$ cat src/rtl/looper_mem_arb.sv
// Two-requester arbiter for an asynchronous SRAM: record (write) and playback (read)
// share the RAM through fixed-length strobe windows with round-robin tie-breaking.
module looper_mem_arb #(
  parameter int ACC_CYCLES = 26,
  parameter int GAP_CYCLES = 4
) (
  input  logic        clk_100MHz,
  input  logic        rstn,
  input  logic        wr_req,
  input  logic [26:0] wr_addr,
  input  logic [31:0] wr_data,
  output logic        wr_done,
  input  logic        rd_req,
  input  logic [26:0] rd_addr,
  output logic [31:0] rd_data,
  output logic        rd_done,
  output logic [26:0] ram_a,
  output logic [31:0] ram_dq_i,
  input  logic [31:0] ram_dq_o,
  output logic        RamCEn,
  output logic        RamOEn,
  output logic        RamWEn,
  output logic        busy
);

  typedef enum logic [1:0] {
    IDLE    = 2'd0,
    ACCESS  = 2'd1,
    RECOVER = 2'd2
  } state_t;

  localparam logic [7:0] ACC_LOAD = 8'(ACC_CYCLES - 1);
  localparam logic [7:0] GAP_LOAD = 8'(GAP_CYCLES - 1);

  state_t      state_q, state_d;
  logic [7:0]  cnt_q, cnt_d;
  logic        is_wr_q, is_wr_d;
  logic        last_wr_q, last_wr_d;
  logic [26:0] ram_a_q, ram_a_d;
  logic [31:0] ram_dq_i_q, ram_dq_i_d;
  logic        ce_n_q, ce_n_d;
  logic        oe_n_q, oe_n_d;
  logic        we_n_q, we_n_d;
  logic [31:0] rd_data_q, rd_data_d;
  logic        wr_done_q, wr_done_d;
  logic        rd_done_q, rd_done_d;
  logic        busy_q, busy_d;

  // Next-state, grant and strobe computation
  always_comb begin
    state_d    = state_q;
    cnt_d      = cnt_q;
    is_wr_d    = is_wr_q;
    last_wr_d  = last_wr_q;
    ram_a_d    = ram_a_q;
    ram_dq_i_d = ram_dq_i_q;
    ce_n_d     = ce_n_q;
    oe_n_d     = oe_n_q;
    we_n_d     = we_n_q;
    rd_data_d  = rd_data_q;
    wr_done_d  = 1'b0;
    rd_done_d  = 1'b0;
    case (state_q)
      IDLE: begin
        // rd wins a tie only when wr took the previous grant
        if (rd_req && (!wr_req || last_wr_q)) begin
          state_d   = ACCESS;
          cnt_d     = ACC_LOAD;
          is_wr_d   = 1'b0;
          last_wr_d = 1'b0;
          ram_a_d   = rd_addr;
          ce_n_d    = 1'b0;
          oe_n_d    = 1'b0;
          we_n_d    = 1'b1;
        end else if (wr_req) begin
          state_d    = ACCESS;
          cnt_d      = ACC_LOAD;
          is_wr_d    = 1'b1;
          last_wr_d  = 1'b1;
          ram_a_d    = wr_addr;
          ram_dq_i_d = wr_data;
          ce_n_d     = 1'b0;
          oe_n_d     = 1'b1;
          we_n_d     = 1'b0;
        end else begin
          ce_n_d = 1'b1;
          oe_n_d = 1'b1;
          we_n_d = 1'b1;
        end
      end
      ACCESS: begin
        if (cnt_q == 8'd0) begin
          state_d = RECOVER;
          cnt_d   = GAP_LOAD;
          ce_n_d  = 1'b1;
          oe_n_d  = 1'b1;
          we_n_d  = 1'b1;
          if (is_wr_q) begin
            wr_done_d = 1'b1;
          end else begin
            rd_done_d = 1'b1;
            rd_data_d = ram_dq_o;
          end
        end else begin
          cnt_d = cnt_q - 8'd1;
        end
      end
      RECOVER: begin
        if (cnt_q == 8'd0) begin
          state_d = IDLE;
        end else begin
          cnt_d = cnt_q - 8'd1;
        end
      end
      default: begin
        state_d = IDLE;
        cnt_d   = 8'd0;
        ce_n_d  = 1'b1;
        oe_n_d  = 1'b1;
        we_n_d  = 1'b1;
      end
    endcase
    busy_d = (state_d != IDLE);
  end

  // State and output registers; reset raises strobes without waiting for a clock
  always_ff @(posedge clk_100MHz or negedge rstn) begin
    if (!rstn) begin
      state_q    <= IDLE;
      cnt_q      <= 8'd0;
      is_wr_q    <= 1'b0;
      last_wr_q  <= 1'b1;
      ram_a_q    <= 27'd0;
      ram_dq_i_q <= 32'd0;
      ce_n_q     <= 1'b1;
      oe_n_q     <= 1'b1;
      we_n_q     <= 1'b1;
      rd_data_q  <= 32'd0;
      wr_done_q  <= 1'b0;
      rd_done_q  <= 1'b0;
      busy_q     <= 1'b0;
    end else begin
      state_q    <= state_d;
      cnt_q      <= cnt_d;
      is_wr_q    <= is_wr_d;
      last_wr_q  <= last_wr_d;
      ram_a_q    <= ram_a_d;
      ram_dq_i_q <= ram_dq_i_d;
      ce_n_q     <= ce_n_d;
      oe_n_q     <= oe_n_d;
      we_n_q     <= we_n_d;
      rd_data_q  <= rd_data_d;
      wr_done_q  <= wr_done_d;
      rd_done_q  <= rd_done_d;
      busy_q     <= busy_d;
    end
  end

  assign ram_a    = ram_a_q;
  assign ram_dq_i = ram_dq_i_q;
  assign RamCEn   = ce_n_q;
  assign RamOEn   = oe_n_q;
  assign RamWEn   = we_n_q;
  assign rd_data  = rd_data_q;
  assign wr_done  = wr_done_q;
  assign rd_done  = rd_done_q;
  assign busy     = busy_q;

endmodule
$ cat config.mk
export PLATFORM = sky130hd
export DESIGN_NAME = looper_mem_arb
export DESIGN_NICKNAME = d
export VERILOG_FILES = /design/src/rtl/looper_mem_arb.sv
export SDC_FILE = /design/constraint.sdc
export NUM_CORES = 1
export LEC_CHECK = 0
export CAP_MARGIN = 20
export CORE_ASPECT_RATIO = 2
export CORE_MARGIN = 1
export CORE_UTILIZATION = 38
export CTS_CLUSTER_DIAMETER = 100
export DETAILED_ROUTE_END_ITERATION = 10
export HOLD_SLACK_MARGIN = 0.15
export MAX_ROUTING_LAYER = met4
export PLACE_DENSITY = 0.78
export SYNTH_ARGS = -nofsm -noshare
export SYNTH_HDL_FRONTEND = slang
export SYNTH_SLANG_ARGS = --single-unit
$ cat constraint.sdc
create_clock -name clk_100MHz -period 2.2 [get_ports clk_100MHz]
set_input_delay 0.44 -clock clk_100MHz [delete_from_list [all_inputs] [get_ports clk_100MHz]]
set_output_delay 0.44 -clock clk_100MHz [all_outputs]
set_load 0.05 [all_outputs]
After elaboration in Yosys (flattened, before gate mapping)

Index checks and enable logic that the tools add are counted.

Output and inout bits: 97
Flip-flop bits (word level): 109

Reductions and logical operators: 12
Eq/ne operators: 5
Multiplexer cells: 28
$add $sub $neg: 1
Bitwise gates (word level): 3

Operators with widths:

| cell                  | count |
|---|---|
| $mux W27              | 2 |
| $mux W8               | 4 |
| $pmux W8 S3           | 1 |
| $mux W1               | 13 |
| $pmux W1 S3           | 3 |
| $logic_not A8 Y1      | 1 |
| $mux W2               | 4 |
| $sub A8 B1 Y8 const B | 1 |
| $pmux W2 S3           | 1 |
| $reduce_and A2 Y1     | 3 |
| $reduce_and A3 Y1     | 2 |
| $ne A2 B2 Y1 const B  | 2 |
| $reduce_bool A2 Y1    | 2 |
| $ne A3 B3 Y1 const B  | 1 |
| $not A1 Y1            | 3 |
| $eq A2 B1 Y1 const B  | 1 |
| $eq A2 B2 Y1 const B  | 1 |
| $logic_not A2 Y1      | 1 |
| $logic_and A1 B1 Y1   | 1 |
| $logic_not A1 Y1      | 1 |
| $logic_or A1 B1 Y1    | 1 |

Longest topological paths before layout

Gate-level depths: netlist of run 1.

Depth after elaboration: 6
Gate-level depth with buffers: 8
Mapped depth without buffers: 6

Worst setup path after synthesis of run 1

Ideal clock, no wire load.

Kind: register to register
Start point: register cnt_q[0]
End point: register rd_data_q[10] (netlist: rd_data[10])
Buffers on the path: 2
Cell stages (with the launch flop): 9
Path slack: 0.040 ns
Clock period less this slack: 2.160 ns
Setup time: 0.125 ns
Data required time: 2.075 ns
Arrival: 2.035 ns
Cell sequence: dfrtp_1 > inv_1 > ha_1 > nor3b_1 > nand2_2 > or3_1 > buf_6 > buf_12 > mux2_4

Longest elaborated chain between the ends: 2

Ends and longest elaborated chain:

| element                            | line | source |
|---|---|---|
| start, declared                    | 36   | `logic [7:0] cnt_q, cnt_d;` |
| start signal, assigned             | 144  | `cnt_q <= cnt_d;` |
| $logic_not A8 Y1                   | 92   | `if (cnt_q == 8'd0) begin` |
| $reduce_and A3 Y1 (no source line) | n/a  |  |
| end signal, assigned               | 152  | `rd_data_q <= rd_data_d;` |
| end, declared                      | 44   | `logic [31:0] rd_data_q, rd_data_d;` |

Every way passes these cells.
A chain may end at the register's enable or synchronous reset.

Worst setup path in the final report of run 1

Start point: register cnt_q[1]
End point: register rd_data_q[28] (netlist: rd_data[28])

The elaborated chain is that of the path after synthesis.

==> results of run 1 <==
[cell families after synthesis]
family                   count (synthesis)  synth area share
flip-flops                             109             0.572
multiplexers                            92             0.233
AO/OA/AOI/OAI                           65            0.0836
AND/OR/NAND/NOR                         65            0.0681
buffers and inverters                   32            0.0382
adder cells (fa/ha/maj)                  2           0.00524
[state kept, by name, indices dropped and copies added, names as in the netlist]
name	count
busy	1
ram_a	27
rd_data	32
RamCEn	1
rd_done	1
cnt_q	8
state_q	2
RamOEn	1
last_wr_q	1
ram_dq_i	32
is_wr_q	1
wr_done	1
RamWEn	1
[synth_stat cells (2+ instances only)]
library cell,number
mux2_2,36
or2_2,2
clkbuf_1,12
nand2b_1,2
inv_1,10
a31oi_1,4
nor2b_1,2
mux2_4,29
mux2i_1,27
o21ai_0,32
nor2_1,8
ha_1,2
dfrtp_1,105
buf_12,3
a21oi_1,12
buf_2,5
nand2_1,33
or3_1,4
o32a_1,3
dfstp_2,4
nor3_1,4
[layer usage]
metal / vias to the layer above / share of wire
li1: 1746 / -
met1: 1791 / 0.35
met2: 171 / 0.55
met3: 30 / 0.060
met4: 0 / 0.035
met5: - / 0
[cell type report]
type	instances	area share
Sequential cell	109	0.360
Timing Repair Buffer	238	0.319
Multi-Input combinational cell	224	0.250
Clock buffer	10	0.0315
Tap cell	147	0.0242
Clock inverter	6	0.00940
Inverter	10	0.00495
[timing repair]
item | in CTS | in global routing
cloned | 0 | 1
resized for setup | 1 | 3
setup endpoints to repair | 27 | 30
hold endpoints to repair | 53 | 0
setup buffers | 0 | 0
hold buffers | 1 | 0
[worst max-delay path, stage by stage, from the launching register on]
cell	delay, ns
dfrtp_1	0.39
inv_1	0.11
ha_1	0.17
nor3b_4	0.21
nand2_2	0.08
or3_4	0.41
clkbuf_16	0.21
mux2_4	0.31
[power breakdown]
group	total [mW]	switching (mW)	internal (mW)
sequential	3.52	0.581	2.94
clock	1.66	0.732	0.925
combinational	6.76	4.12	2.63
[per-stage QoR]
stage               worst slack, ns  area [um2]  hold slack, ns  utilization
global route                 0.0876        7590           0.518        0.622
floorplan                    0.0399        4780           0.144            -
finish                        0.179        7590           0.485        0.622
global placement             0.0786        7220           0.437        0.592
detailed placement           0.0154        7220           0.441        0.592
CTS                          0.0278        7550           0.489        0.619
[how the worst min path moves through the flow]
stage / from / to
detailed placement: rstn / rd_data[26]$_DFFE_PN0P_
CTS: ram_a[7]$_DFFE_PN0P_ / ram_a[7]$_DFFE_PN0P_
finish: ram_a[9]$_DFFE_PN0P_ / ram_a[9]$_DFFE_PN0P_
global placement: rstn / rd_data[28]$_DFFE_PN0P_
floorplan: rstn / busy$_DFF_PN0_
global route: ram_a[5]$_DFFE_PN0P_ / ram_a[5]$_DFFE_PN0P_
==> out/results.txt, run 1 <==
Worst R2R End: rd_data[28]$_DFFE_PN0P_
WP data required: 2.42 ns
initial cell density of the core: 0.392
Post-synth EDFFs: 0
Layout Nets: 716
CTS root buf: clkbuf_16
first-pass GRT wire length: 19.1 mm
CTS tree: yes
largest net degree at the start of global routing: 70
Design Power: 11.9 mW
setup TNS: 0 ns
register area: 2730 um2
Core Box Area: 12200 um2
startpoint types: flop
GRT met1 Usage: 0.198
Crit Path Max Fanout: 16
I/O pins: 219
Clock Skew: 0.00621 ns
Overflow after GRT: 0
met3 GRT Util: 0.0455
Critical Path End Type: flop
relative slew slack: 0.615
Synthesized Nets: 489
commonest non-fill, non-tap cell in the layout: clkdlybuf4s50_1
Crit. Startpoint: cnt_q[1]$_DFFE_PN0P_
Non-Filler Instances: 744
fin crit share: 0.919
RSZ-0062 raised after global routing: false
row cnt: 57
Multi-input gate area: 1900 um2
Min-Delay Path Class: flop to flop
die height: 161 um
Vias per Instance: 5.02
Setup Viol. Count Final: 0
synth unique cells: 47
synth warn: 0
DR WL/cell: 16.6 um
status: completed
most used cells in the layout excluding fill and tap cells: clkdlybuf4s50_1, dfrtp_1, mux2_2
fill count: 936
Avg Cell Area, Syn: 13.1 um2
GRT Total Usage: 0.199
CTS clk-pin slew, worst paths: 0.07 ns
share of cells above drive strength 1: 0.196
Synth area leaders: dfrtp_1, mux2_4, mux2_2
CTS Buf Count: 9
die span in x: 81.3 um
Data arrival, critical path: 2.24 ns
R2R cell count: 7
via count: 3738
R2R setup slack: 0.18 ns
H-tree levels: 3
clk buf depth: 2
area leader, netlist: dfrtp_1
Post-Place Cells: 726
Cell Area, Synth: 4780 um2
DIE AREA: 13000 um2
register area share after synthesis: 0.572
# port buffers: 218
max_cap viols: 0
path type of the worst setup path: flop to flop
clock sinks: 109
gp weighted congestion: 0.837
post-layout min period: 2.02 ns
GRT met2 Usage: 0.350
detailed router's first-iteration violation count: 90
worst skew pair latency: 0.33 ns
diodes inserted: 0
gr busiest metal: met2
WL final: 12.4 mm
Worst Setup EP: rd_data[28]$_DFFE_PN0P_
number of routed nets with antenna violations: 0
Hold Vio Cnt, Final: 0
asr flop ratio synth: 1.00
Tightest Pin Transition: 0.576 ns
Syn Inst Count: 365
drt first pass iters: 4
Hold Crit Depth: 2
Pwr Density: 1570 nW/um2
Layout area overhead: 58.9%
ys flop type: dfrtp_1
top cell type's share of synthesized area: 0.550
FMAX: 495 MHz
initial antenna violation count: 0
max-slew violations: 0
post-DP HPWL: 9.36 mm
r2r startpoint: cnt_q[1]$_DFFE_PN0P_
leakage power: 3.40 nW
DRC Markers: 0
Peak VDD IR: 0.00103 V
vias in the first global route: 4007
post-synthesis register bit count: 109
No activity file was read; power rests on OpenSTA's default activity.
==> run 2: changes to the inputs <==
--- a/config.mk
+++ b/config.mk
@@ -8,12 +8,12 @@
 export CAP_MARGIN = 20
 export CORE_ASPECT_RATIO = 2
 export CORE_MARGIN = 1
-export CORE_UTILIZATION = 38
+export CORE_UTILIZATION = 37
 export CTS_CLUSTER_DIAMETER = 100
 export DETAILED_ROUTE_END_ITERATION = 10
 export HOLD_SLACK_MARGIN = 0.15
 export MAX_ROUTING_LAYER = met4
-export PLACE_DENSITY = 0.78
+export PLACE_DENSITY = 0.77
 export SYNTH_ARGS = -nofsm -noshare
 export SYNTH_HDL_FRONTEND = slang
 export SYNTH_SLANG_ARGS = --single-unit
==> out/results.txt, run 2 (synthesized netlist as in run 1, its figures left out) <==
Clock Skew: 0.00779 ns (+0.00157 ns)
R2R setup slack: 0.16 ns (-0.02 ns)
first-pass GRT wire length: 18.7 mm (-2.1%)
worst skew pair latency: 0.34 ns (about the same)
max-slew violations: 0 (unchanged)
initial cell density of the core: 0.380 (-0.0112)
status: completed
Clk pwr share: 0.143 (+0.004)
fin crit share: 0.968 (+0.0491)
I/O pins: 219 (unchanged)
CTS Buf Count: 9 (unchanged)
Power Internal: 6.59 mW (+1.4%)
CTS clk-pin slew, worst paths: 0.07 ns (about the same)
gp weighted congestion: 0.894 (+6.8%)
Fin Hold WS: 0.482 ns (-0.00270 ns)
commonest non-fill, non-tap cell in the layout: clkdlybuf4s50_1
GRT Total Usage: 0.190 (-0.00856)
largest net degree at the start of global routing: 69 (-1.4%)
share of cells above drive strength 1: 0.195 (-0.00135)
row cnt: 58 (+1.8%)
post-layout min period: 2.13 ns (+0.108 ns)
Crit. Startpoint: RamOEn$_DFFE_PN1P_
die span in x: 82.3 um (+1.3%)
sequential share of power: 0.295 (about the same)
stages on the worst setup path: 1 (-6)
CP cell instances: clkdlybuf4s50_1
WP data required: 1.76 ns (-0.66 ns)
max_cap viols: 0 (unchanged)
r2r startpoint: cnt_q[1]$_DFFE_PN0P_
CTS tree: yes
Vias per Instance: 5.01 (-0.24%)
die height: 163 um (+1.3%)
slowest CP cell: clkdlybuf4s50_1
DRC Markers: 0 (unchanged)
Tightest Pin Transition: 0.565 ns (-0.0114 ns)
via count: 3739 (+0.027%)
Core Box Area: 12600 um2 (+2.9%)
H-tree levels: 3 (unchanged)
RSZ-0062 raised after global routing: false
Post-CTS Setup Repair Bufs: 0 (unchanged)
Critical Path End Type: primary output
Worst Setup EP: RamOEn
vias in the first global route: 3967 (-1.0%)
WL final: 12.4 mm (+0.18%)
R2R cell count: 7 (unchanged)
Setup Viol. Count Final: 0 (unchanged)
crit-path max cell delay: 0.81 ns (+0.40 ns)
Non-Filler Instances: 746 (+0.27%)
post-DP HPWL: 9.37 mm (about the same)
DR WL/cell: 16.6 um (about the same)
number of routed nets with antenna violations: 0 (unchanged)
relative slew slack: 0.622 (+0.00760)
Peak VDD IR: 0.00101 V (-1.2%)
Overflow after GRT: 0 (unchanged)
Data arrival, critical path: 1.69 ns (-0.55 ns)
path type of the worst setup path: flop to primary output
Layout Nets: 717 (+0.14%)
Crit Path Max Fanout: 3 (-13)
Pwr Density: 1580 nW/um2 (+0.46%)
design area: 7590 um2 (about the same)
Layout area overhead: 58.8% (about the same)
Sw Ratio: 0.451 (-0.00500)
Bufs and invs on worst path: 1 (-1)
startpoint types: flop
initial antenna violation count: 0 (unchanged)
detailed router's first-iteration violation count: 140 (+56%)
clk buf depth: 2 (unchanged)
Hold Vio Cnt, Final: 0 (unchanged)
CP delay by family, top: buffers and inverters
setup TNS: 0 ns (unchanged)
Worst R2R End: rd_data[30]$_DFFE_PN0P_
diodes inserted: 0 (unchanged)
clock sinks: 109 (unchanged)
P_sw: 5.40 mW (-0.66%)
Min-Delay Path Class: flop to flop
most used cells in the layout excluding fill and tap cells: clkdlybuf4s50_1, dfrtp_1, mux2_2
# port buffers: 218 (unchanged)
dpl cell area: 7220 um2 (about the same)
Post-Place Cells: 730 (+0.55%)
FMAX: 470 MHz (-5.1%)
drt first pass iters: 4 (unchanged)
CTS root buf: clkbuf_16
combinational power share: 0.562 (-0.004)
DIE AREA: 13400 um2 (+2.7%)
leakage power: 3.41 nW (about the same)
## run 2: changes by cell type in the layout (fill, tap and decap cells not counted)
cell / delta
dlymetal6s2s_1: -1
clkinvlp_4: -1
buf_4: +2
clkinv_4: -1
clkdlybuf4s50_1: +1
inv_8: -1
bufinv_16: +1
buf_12: -1
## run 2: worst min-delay path by stage
stage                          start               endpoint  cells past startpoint
3_5_place_dp   ram_a[18]$_DFFE_PN0P_  ram_a[18]$_DFFE_PN0P_                      2
5_1_grt        ram_a[18]$_DFFE_PN0P_  ram_a[18]$_DFFE_PN0P_                      2
4_1_cts        ram_a[18]$_DFFE_PN0P_  ram_a[18]$_DFFE_PN0P_                      2
2_1_floorplan                   rstn         busy$_DFF_PN0_                      0
3_3_place_gp    ram_a[8]$_DFFE_PN0P_   ram_a[8]$_DFFE_PN0P_                      2
6_report       ram_a[21]$_DFFE_PN0P_  ram_a[21]$_DFFE_PN0P_                      2
## run 2: layout make-up
class / instances / area, um2
fill: 989 / 4970
inverter: 10 / 37.5
clock inverter: 4 / 73.8
multi-input combinational: 224 / 1900
tap: 150 / 188
sequential: 109 / 2730
clock buffer: 10 / 239
timing repair buffer: 239 / 2410
## run 2: metrics by stage
stage                     utilization  setup slack [ns]  total power [mW]
after floorplan                     -            0.0399              7.86
after detailed placement        0.575           -0.0151              10.3
after CTS                       0.601            0.0538              12.0
after global placement          0.575            0.0827              10.1
after global routing            0.604            0.0112              12.6
final                           0.604            0.0706              12.0
## run 2: power by group through the flow
stage	Clock [mW]	Sequential (mW)	Combinational, mW
final	1.71	3.54	6.74
after global routing	1.83	3.67	7.08
after CTS	1.75	3.54	6.76
after detailed placement	0	3.55	6.75
after global placement	0	3.52	6.63
after floorplan	0	6.29	1.57
## run 2: timing repair
item | 4_1_cts | 5_1_grt
hold buffers | 1 | 0
gates resized for setup | 1 | 2
hold endpoints to repair | 68 | 0
gates cloned | 0 | 1
setup endpoints to repair | 29 | 30
## run 2: routing by layer
metal,vias to the layer above,part of all wire,global-route usage
li1,1737,-,-
met1,1783,0.35,0.187
met2,186,0.55,0.341
met3,33,0.067,0.0454
met4,0,0.033,0.0805
met5,-,0,-
==> run 3: changes to the inputs <==
--- a/config.mk
+++ b/config.mk
@@ -11,6 +11,7 @@
 export CORE_UTILIZATION = 37
 export CTS_CLUSTER_DIAMETER = 100
 export DETAILED_ROUTE_END_ITERATION = 10
+export GPL_ROUTABILITY_DRIVEN = 0
 export HOLD_SLACK_MARGIN = 0.15
 export MAX_ROUTING_LAYER = met4
 export PLACE_DENSITY = 0.77
==> results of run 3 <==
No change in the layout: final DEF, timing and power equal those of run 2.
